===== config.mk =====
export PLATFORM = sky130hd
export DESIGN_NAME = mdio_phy_responder
export DESIGN_NICKNAME = d
export VERILOG_FILES = /design/src/rtl/mdio_pkg.sv /design/src/rtl/mdio_sync_edge.sv /design/src/rtl/mdio_phy_responder.sv
export SDC_FILE = /design/constraint.sdc
export NUM_CORES = 1
export LEC_CHECK = 0
export CAP_MARGIN = 20
export CORE_MARGIN = 4
export CORE_UTILIZATION = 30
export DETAILED_ROUTE_END_ITERATION = 10
export MAX_ROUTING_LAYER = met4
export PLACE_DENSITY = 0.56
export SKIP_CTS_REPAIR_TIMING = 1
export SYNTH_ARGS = -nofsm -noshare
export SYNTH_HDL_FRONTEND = slang
export SYNTH_SLANG_ARGS = --single-unit

===== constraint.sdc =====
create_clock -name clk -period 3.1 [get_ports clk]
set_input_delay 0.31 -clock clk [delete_from_list [all_inputs] [get_ports clk]]
set_output_delay 0.31 -clock clk [all_outputs]
set_load 0.01 [all_outputs]

===== src/rtl/mdio_pkg.sv =====
// Shared types and frame-field constants for the Clause-22 MDIO PHY responder.
package mdio_pkg;

   typedef enum logic [2:0] {
      S_IDLE  = 3'd0,
      S_ST    = 3'd1,
      S_OP    = 3'd2,
      S_PHYAD = 3'd3,
      S_REGAD = 3'd4,
      S_TA    = 3'd5,
      S_RDATA = 3'd6,
      S_WDATA = 3'd7
   } mdio_state_e;

   localparam logic [1:0] OP_READ  = 2'b10;
   localparam logic [1:0] OP_WRITE = 2'b01;

   // Last bit index n of each frame field, counted in MDC rises after the preamble
   localparam logic [4:0] ST_END    = 5'd1;
   localparam logic [4:0] OP_END    = 5'd3;
   localparam logic [4:0] PHYAD_END = 5'd8;
   localparam logic [4:0] REGAD_END = 5'd13;
   localparam logic [4:0] TA_END    = 5'd15;
   localparam logic [4:0] DATA_END  = 5'd31;
   localparam logic [4:0] TA_FIRST  = REGAD_END + 5'd1;

   function automatic logic is_read_only(input logic [4:0] addr);
      return (addr == 5'd1) || (addr == 5'd2) || (addr == 5'd3);
   endfunction

endpackage


===== src/rtl/mdio_sync_edge.sv =====
// Two-flop synchronizers for MDC/MDIO plus an MDC rising-edge pulse in the clk domain.
module mdio_sync_edge (
   input  logic clk,
   input  logic rst,
   input  logic mdc,
   input  logic mdio_i,
   output logic mdc_rise,
   output logic mdio_s
);

   // mdc_sh[1] is the synchronized level, mdc_sh[2] its previous value
   logic [2:0] mdc_sh_q, mdc_sh_d;
   logic [1:0] mdio_sh_q, mdio_sh_d;

   always_comb begin
      mdc_sh_d  = {mdc_sh_q[1:0], mdc};
      mdio_sh_d = {mdio_sh_q[0], mdio_i};
   end

   always_ff @(posedge clk) begin
      if (rst) begin
         mdc_sh_q  <= '0;
         mdio_sh_q <= '0;
      end else begin
         mdc_sh_q  <= mdc_sh_d;
         mdio_sh_q <= mdio_sh_d;
      end
   end

   assign mdc_rise = mdc_sh_q[1] & ~mdc_sh_q[2];
   assign mdio_s   = mdio_sh_q[1];

endmodule


===== src/rtl/mdio_phy_responder.sv =====
// Clause-22 MDIO PHY responder: decodes frames on oversampled MDC rises and serves a 32x16 register bank.
module mdio_phy_responder
   import mdio_pkg::*;
#(
   parameter logic [4:0]  PHY_ADDR   = 5'd1,
   parameter int          PRE_LEN    = 32,
   parameter logic [31:0] PHY_ID     = 32'h0141_0CC2,
   parameter logic [15:0] STATUS_VAL = 16'h786D
) (
   input  logic        clk,
   input  logic        rst,
   input  logic        mdc,
   input  logic        mdio_i,
   output logic        mdio_o,
   output logic        mdio_oe,
   output logic        wr_valid,
   output logic [4:0]  wr_addr,
   output logic [15:0] wr_data,
   output logic        frame_err
);

   localparam logic [5:0] PRE_MAX = 6'(PRE_LEN);

   logic rise, mdio_s;

   mdio_sync_edge u_sync (
      .clk      (clk),
      .rst      (rst),
      .mdc      (mdc),
      .mdio_i   (mdio_i),
      .mdc_rise (rise),
      .mdio_s   (mdio_s)
   );

   mdio_state_e  state_q, state_d;
   logic [5:0]   pre_q, pre_d;
   logic [4:0]   cnt_q, cnt_d;
   logic         op_hi_q, op_hi_d;
   logic         op_rd_q, op_rd_d;
   logic [4:0]   addr_sh_q, addr_sh_d;
   logic [4:0]   regad_q, regad_d;
   logic [15:0]  data_sh_q, data_sh_d;
   logic         mdio_o_q, mdio_o_d;
   logic         mdio_oe_q, mdio_oe_d;
   logic         wr_valid_q, wr_valid_d;
   logic [4:0]   wr_addr_q, wr_addr_d;
   logic [15:0]  wr_data_q, wr_data_d;
   logic         frame_err_q, frame_err_d;
   logic [15:0]  bank_q [32];
   logic [15:0]  bank_d [32];

   logic [4:0]   addr_now;
   logic [15:0]  rd_word;

   assign addr_now = {addr_sh_q[3:0], mdio_s};

   // Read-only registers are served from parameters; their bank slots stay unused
   always_comb begin
      case (addr_now)
         5'd1:    rd_word = STATUS_VAL;
         5'd2:    rd_word = PHY_ID[31:16];
         5'd3:    rd_word = PHY_ID[15:0];
         default: rd_word = bank_q[addr_now];
      endcase
   end

   always_comb begin
      state_d     = state_q;
      pre_d       = pre_q;
      cnt_d       = cnt_q;
      op_hi_d     = op_hi_q;
      op_rd_d     = op_rd_q;
      addr_sh_d   = addr_sh_q;
      regad_d     = regad_q;
      data_sh_d   = data_sh_q;
      mdio_o_d    = mdio_o_q;
      mdio_oe_d   = mdio_oe_q;
      wr_valid_d  = 1'b0;
      wr_addr_d   = wr_addr_q;
      wr_data_d   = wr_data_q;
      frame_err_d = 1'b0;
      bank_d      = bank_q;

      if (rise) begin
         cnt_d = cnt_q + 5'd1;
         case (state_q)
            S_IDLE: begin
               cnt_d = '0;
               if (mdio_s) begin
                  if (pre_q != PRE_MAX) pre_d = pre_q + 6'd1;
               end else if (pre_q == PRE_MAX) begin
                  // This 0 is ST bit n=0; counter cleared here so every IDLE return starts fresh
                  state_d = S_ST;
                  cnt_d   = ST_END;
                  pre_d   = '0;
               end else begin
                  pre_d = '0;
               end
            end
            S_ST: begin
               if (!mdio_s) begin
                  frame_err_d = 1'b1;
                  state_d     = S_IDLE;
               end else begin
                  state_d = S_OP;
               end
            end
            S_OP: begin
               if (cnt_q != OP_END) begin
                  op_hi_d = mdio_s;
               end else if ({op_hi_q, mdio_s} == OP_READ) begin
                  op_rd_d = 1'b1;
                  state_d = S_PHYAD;
               end else if ({op_hi_q, mdio_s} == OP_WRITE) begin
                  op_rd_d = 1'b0;
                  state_d = S_PHYAD;
               end else begin
                  frame_err_d = 1'b1;
                  state_d     = S_IDLE;
               end
            end
            S_PHYAD: begin
               addr_sh_d = addr_now;
               if (cnt_q == PHYAD_END) state_d = (addr_now == PHY_ADDR) ? S_REGAD : S_IDLE;
            end
            S_REGAD: begin
               addr_sh_d = addr_now;
               if (cnt_q == REGAD_END) begin
                  // Snapshot read data now so a later write cannot tear it
                  regad_d   = addr_now;
                  data_sh_d = rd_word;
                  state_d   = S_TA;
               end
            end
            S_TA: begin
               if (cnt_q == TA_FIRST) begin
                  if (op_rd_q) begin
                     mdio_oe_d = 1'b1;
                     mdio_o_d  = 1'b0;
                  end
               end else if (op_rd_q) begin
                  mdio_o_d  = data_sh_q[15];
                  data_sh_d = {data_sh_q[14:0], 1'b0};
                  state_d   = S_RDATA;
               end else if (mdio_s) begin
                  frame_err_d = 1'b1;
                  state_d     = S_IDLE;
               end else begin
                  state_d = S_WDATA;
               end
            end
            S_RDATA: begin
               if (cnt_q == DATA_END) begin
                  mdio_oe_d = 1'b0;
                  mdio_o_d  = 1'b0;
                  state_d   = S_IDLE;
               end else begin
                  mdio_o_d  = data_sh_q[15];
                  data_sh_d = {data_sh_q[14:0], 1'b0};
               end
            end
            S_WDATA: begin
               data_sh_d = {data_sh_q[14:0], mdio_s};
               if (cnt_q == DATA_END) begin
                  wr_valid_d = 1'b1;
                  wr_addr_d  = regad_q;
                  wr_data_d  = data_sh_d;
                  if (!is_read_only(regad_q)) bank_d[regad_q] = data_sh_d;
                  state_d = S_IDLE;
               end
            end
            default: state_d = S_IDLE;
         endcase
      end
   end

   always_ff @(posedge clk) begin
      if (rst) begin
         state_q     <= S_IDLE;
         pre_q       <= '0;
         cnt_q       <= '0;
         op_hi_q     <= 1'b0;
         op_rd_q     <= 1'b0;
         addr_sh_q   <= '0;
         regad_q     <= '0;
         data_sh_q   <= '0;
         mdio_o_q    <= 1'b0;
         mdio_oe_q   <= 1'b0;
         wr_valid_q  <= 1'b0;
         wr_addr_q   <= '0;
         wr_data_q   <= '0;
         frame_err_q <= 1'b0;
         bank_q      <= '{default: '0};
      end else begin
         state_q     <= state_d;
         pre_q       <= pre_d;
         cnt_q       <= cnt_d;
         op_hi_q     <= op_hi_d;
         op_rd_q     <= op_rd_d;
         addr_sh_q   <= addr_sh_d;
         regad_q     <= regad_d;
         data_sh_q   <= data_sh_d;
         mdio_o_q    <= mdio_o_d;
         mdio_oe_q   <= mdio_oe_d;
         wr_valid_q  <= wr_valid_d;
         wr_addr_q   <= wr_addr_d;
         wr_data_q   <= wr_data_d;
         frame_err_q <= frame_err_d;
         bank_q      <= bank_d;
      end
   end

   assign mdio_o    = mdio_o_q;
   assign mdio_oe   = mdio_oe_q;
   assign wr_valid  = wr_valid_q;
   assign wr_addr   = wr_addr_q;
   assign wr_data   = wr_data_q;
   assign frame_err = frame_err_q;

endmodule

==> flow_summary.toml <==
[yosys]
synth_area_per_cell_um2 = 9.51
synth.top_cell.area_share = 0.449
synth-edff-count = 0
synth_most_common_cell = "dfxtp_1"
ys_ff_latch = 571
yosys_warnings = 0
yosysTopAreaCell = "dfxtp_1"
synth_nets = 2688
yosys-top-cells-area = "dfxtp_1 (45%), mux2i_1 (11%), mux4_2 (10%)"
ys_types = 84
ys_seq_area_frac = 0.449
synthFlopType = "dfxtp_1"
ys_async_sr_fraction = 0
netlist_area_um2 = 25400
ys_top_cells_by_count = "dfxtp_1 (571), nand2_1 (336), nor2_1 (288), a21oi_1 (281), mux2i_1 (281)"
syn_inst = 2675

[routing]
drt_pre_antenna_iters = 5
routed_wl_um = 77500
routedWlPerCell_um = 20.3
ant_nets = 0
drc = 0
first_iter_violations = 1754
num_vias = 19700
vias_per_cell = 5.17

[placement]
hpwl_um = 48300
dp_cells = 3703
io_buffers = 28
gp_congestion = 0.828

[sta]
timing.final.crit_share = 0.928
drv_slew = 0
holdWs_ns = 0.0762
min_period_ns = 2.88
setup_viol = 0
fin_worst_skew_ns = 0.0287
final-hold-violation-count = 0
relSlewSlack = 0.239
worst_slew_pin_slew_ns = 1.14
setup_tns_ns = 0
grt_setup_unrepaired = "false"
timing.fmax_ghz = 0.348

[critical_path]
crit_fanout = 16
critPathSlowestCell = "nor3b_2"
required_ns = 3.59
cp.depth = 8
reg2regPathDepth = 8
start_kind = "register"
reg2reg_slack_ns = 0.22
critPathArrivalTime_ns = 3.36
slowest_delay_ns = 0.48
path_class = "reg2reg"
path_common_cell = "ha_1"
crit_start = "cnt_q[0]"
r2r-start = "cnt_q[0]"
crit_buf_inv = 0
cp-end-kind = "register"
cp_top_family = "simple AND/OR/NAND/NOR gates"
r2r_end = "bank_q[409]"
path_cells = "ha_1, and3_1, ha_1, nand3_2, nor3b_2, nand2_2, mux2i_1, nor2_1"

[power]
peakVddDrop_mv = 0.453
power_leakage_nw = 10.5
power.density_nw_per_um2 = 525
power_mw = 15.3

[cts]
cts_tree = "built"
cts_inserted_buffers = 61
cts_num_sinks = 571
htreeDepth = 2
cts_root_buf = "clkbuf_16"
clk_pin_slew_ns = 0.06
clock_latency_ns = 0.66
clock_path_buffers = 3

[global_route]
grt_overflow = 0
grt_pass1_vias = 18800
grt_max_degree = 185
grt.total_usage = 0.174
antenna_found_initial = 0
grt_pass1_wl_um = 120000

[die]
fp.dieW_um = 299
io_pins = 29
rows = 106
dieArea_um2 = 89500
die_h_um = 299
start_util = 0.303
coreArea_um2 = 83800

[worst_hold_path]
worstHoldPathCells = 2
min_path_type = "in2reg"
hold_path_end = "mdio_o"
hp-start = "rst"

[finish]
finalNonFillerCells = 3814
drive_gt1_frac = 0.149
syn_to_final_growth_pct = 15.0
final_nets = 2645
n_antenna_cell = 0

[status]
status = "finished clean"

[flow_run]
maxCapViolCount = 0
-- worst register-to-register path, delay by kind of cell, from the launching register on --
family                   cells  cell delay, ns
adder cells (fa/ha/maj)      2            0.54
flip-flops                   1            0.42
multiplexers                 1            0.30
AND/OR/NAND/NOR              5            1.46
-- cell type report --
cell class | instances | area [um2]
sequential | 571 | 11400
multi-input combinational | 1830 | 12700
timing repair buffer | 159 | 1540
inverter | 9 | 33.8
tap | 1134 | 1420
clock buffer | 92 | 1810
fill | 8517 | 54600
clock inverter | 19 | 322
-- layer usage --
metal,share of wire,global-route usage,vias up
met2,0.45,0.263,623
met1,0.46,0.244,9689
met3,0.059,0.0205,124
li1,-,-,9281
met5,0,-,-
met4,0.027,0.0521,0
-- worst max path at each step --
stage / to / slack (ns)
2_1_floorplan: bank_q[134] / 0.85
3_3_place_gp: bank_q[414] / 0.31
3_5_place_dp: bank_q[409] / 0.26
4_1_cts: bank_q[402] / 0.24
5_1_grt: data_sh_q[5] / 0.05
6_report: bank_q[409] / 0.22
-- layout by cell type (no fill, tap or decap), drive strengths merged, types with 5 or more instances in the layout --
cell and count:
a2111oi 7, a211oi 14, a21oi 281, a31oi 11
and3 5, buf 132, bufinv 7, clkbuf 92
clkdlybuf4s50 27, clkinv 11, dfxtp 571, ha 9
inv 10, mux2 13, mux2i 281, mux4 115
nand2 345, nand2b 10, nand3 243, nand3b 6
nand4 5, nor2 297, nor2b 52, nor3 12
nor3b 7, o211ai 11, o21ai 21, o221ai 5
o22ai 6, o31ai 7, or3 8
-- metrics by stage --
step / setup WS, ns / utilization / area, um2
after floorplan: 0.848 / - / 25400
after global placement: 0.308 / 0.323 / 27100
after detailed placement: 0.257 / 0.323 / 27100
after CTS: 0.236 / 0.349 / 29200
after global routing: 0.0485 / 0.349 / 29200
final: 0.224 / 0.349 / 29200
-- cell families after synthesis --
| group | Yosys count | synth area share |
|---|---|---|
| simple gates | 1015 | 0.184 |
| flops | 571 | 0.449 |
| mux | 409 | 0.218 |
| compound gates | 392 | 0.0881 |
| buf+inv | 274 | 0.0538 |
| fa+ha+maj | 9 | 0.00443 |
| xor+xnor | 5 | 0.00172 |
-- state kept, by name (all words and copies together), names as in the netlist --
| signal | flops |
|---|---|
| mdio_oe | 1 |
| wr_valid | 1 |
| frame_err | 1 |
| state_q | 3 |
| mdio_o | 1 |
| u_sync.mdc_sh_q | 3 |
| bank_q | 500 |
| u_sync.mdio_sh_q | 2 |
| regad_q | 5 |
| pre_q | 6 |
| data_sh_q | 16 |
| wr_data | 16 |
| op_rd_q | 1 |
| addr_sh_q | 4 |
| cnt_q | 5 |
| wr_addr | 5 |
| op_hi_q | 1 |
-- report_power, final --
part | leakage, nW | total, mW | internal, mW | switching, mW
Clock | 1.05 | 7.74 | 4.61 | 3.13
Sequential | 4.60 | 7.35 | 7.34 | 0.00895
Combinational | 4.84 | 0.261 | 0.0697 | 0.192
Power figures use the tool's default switching activity.
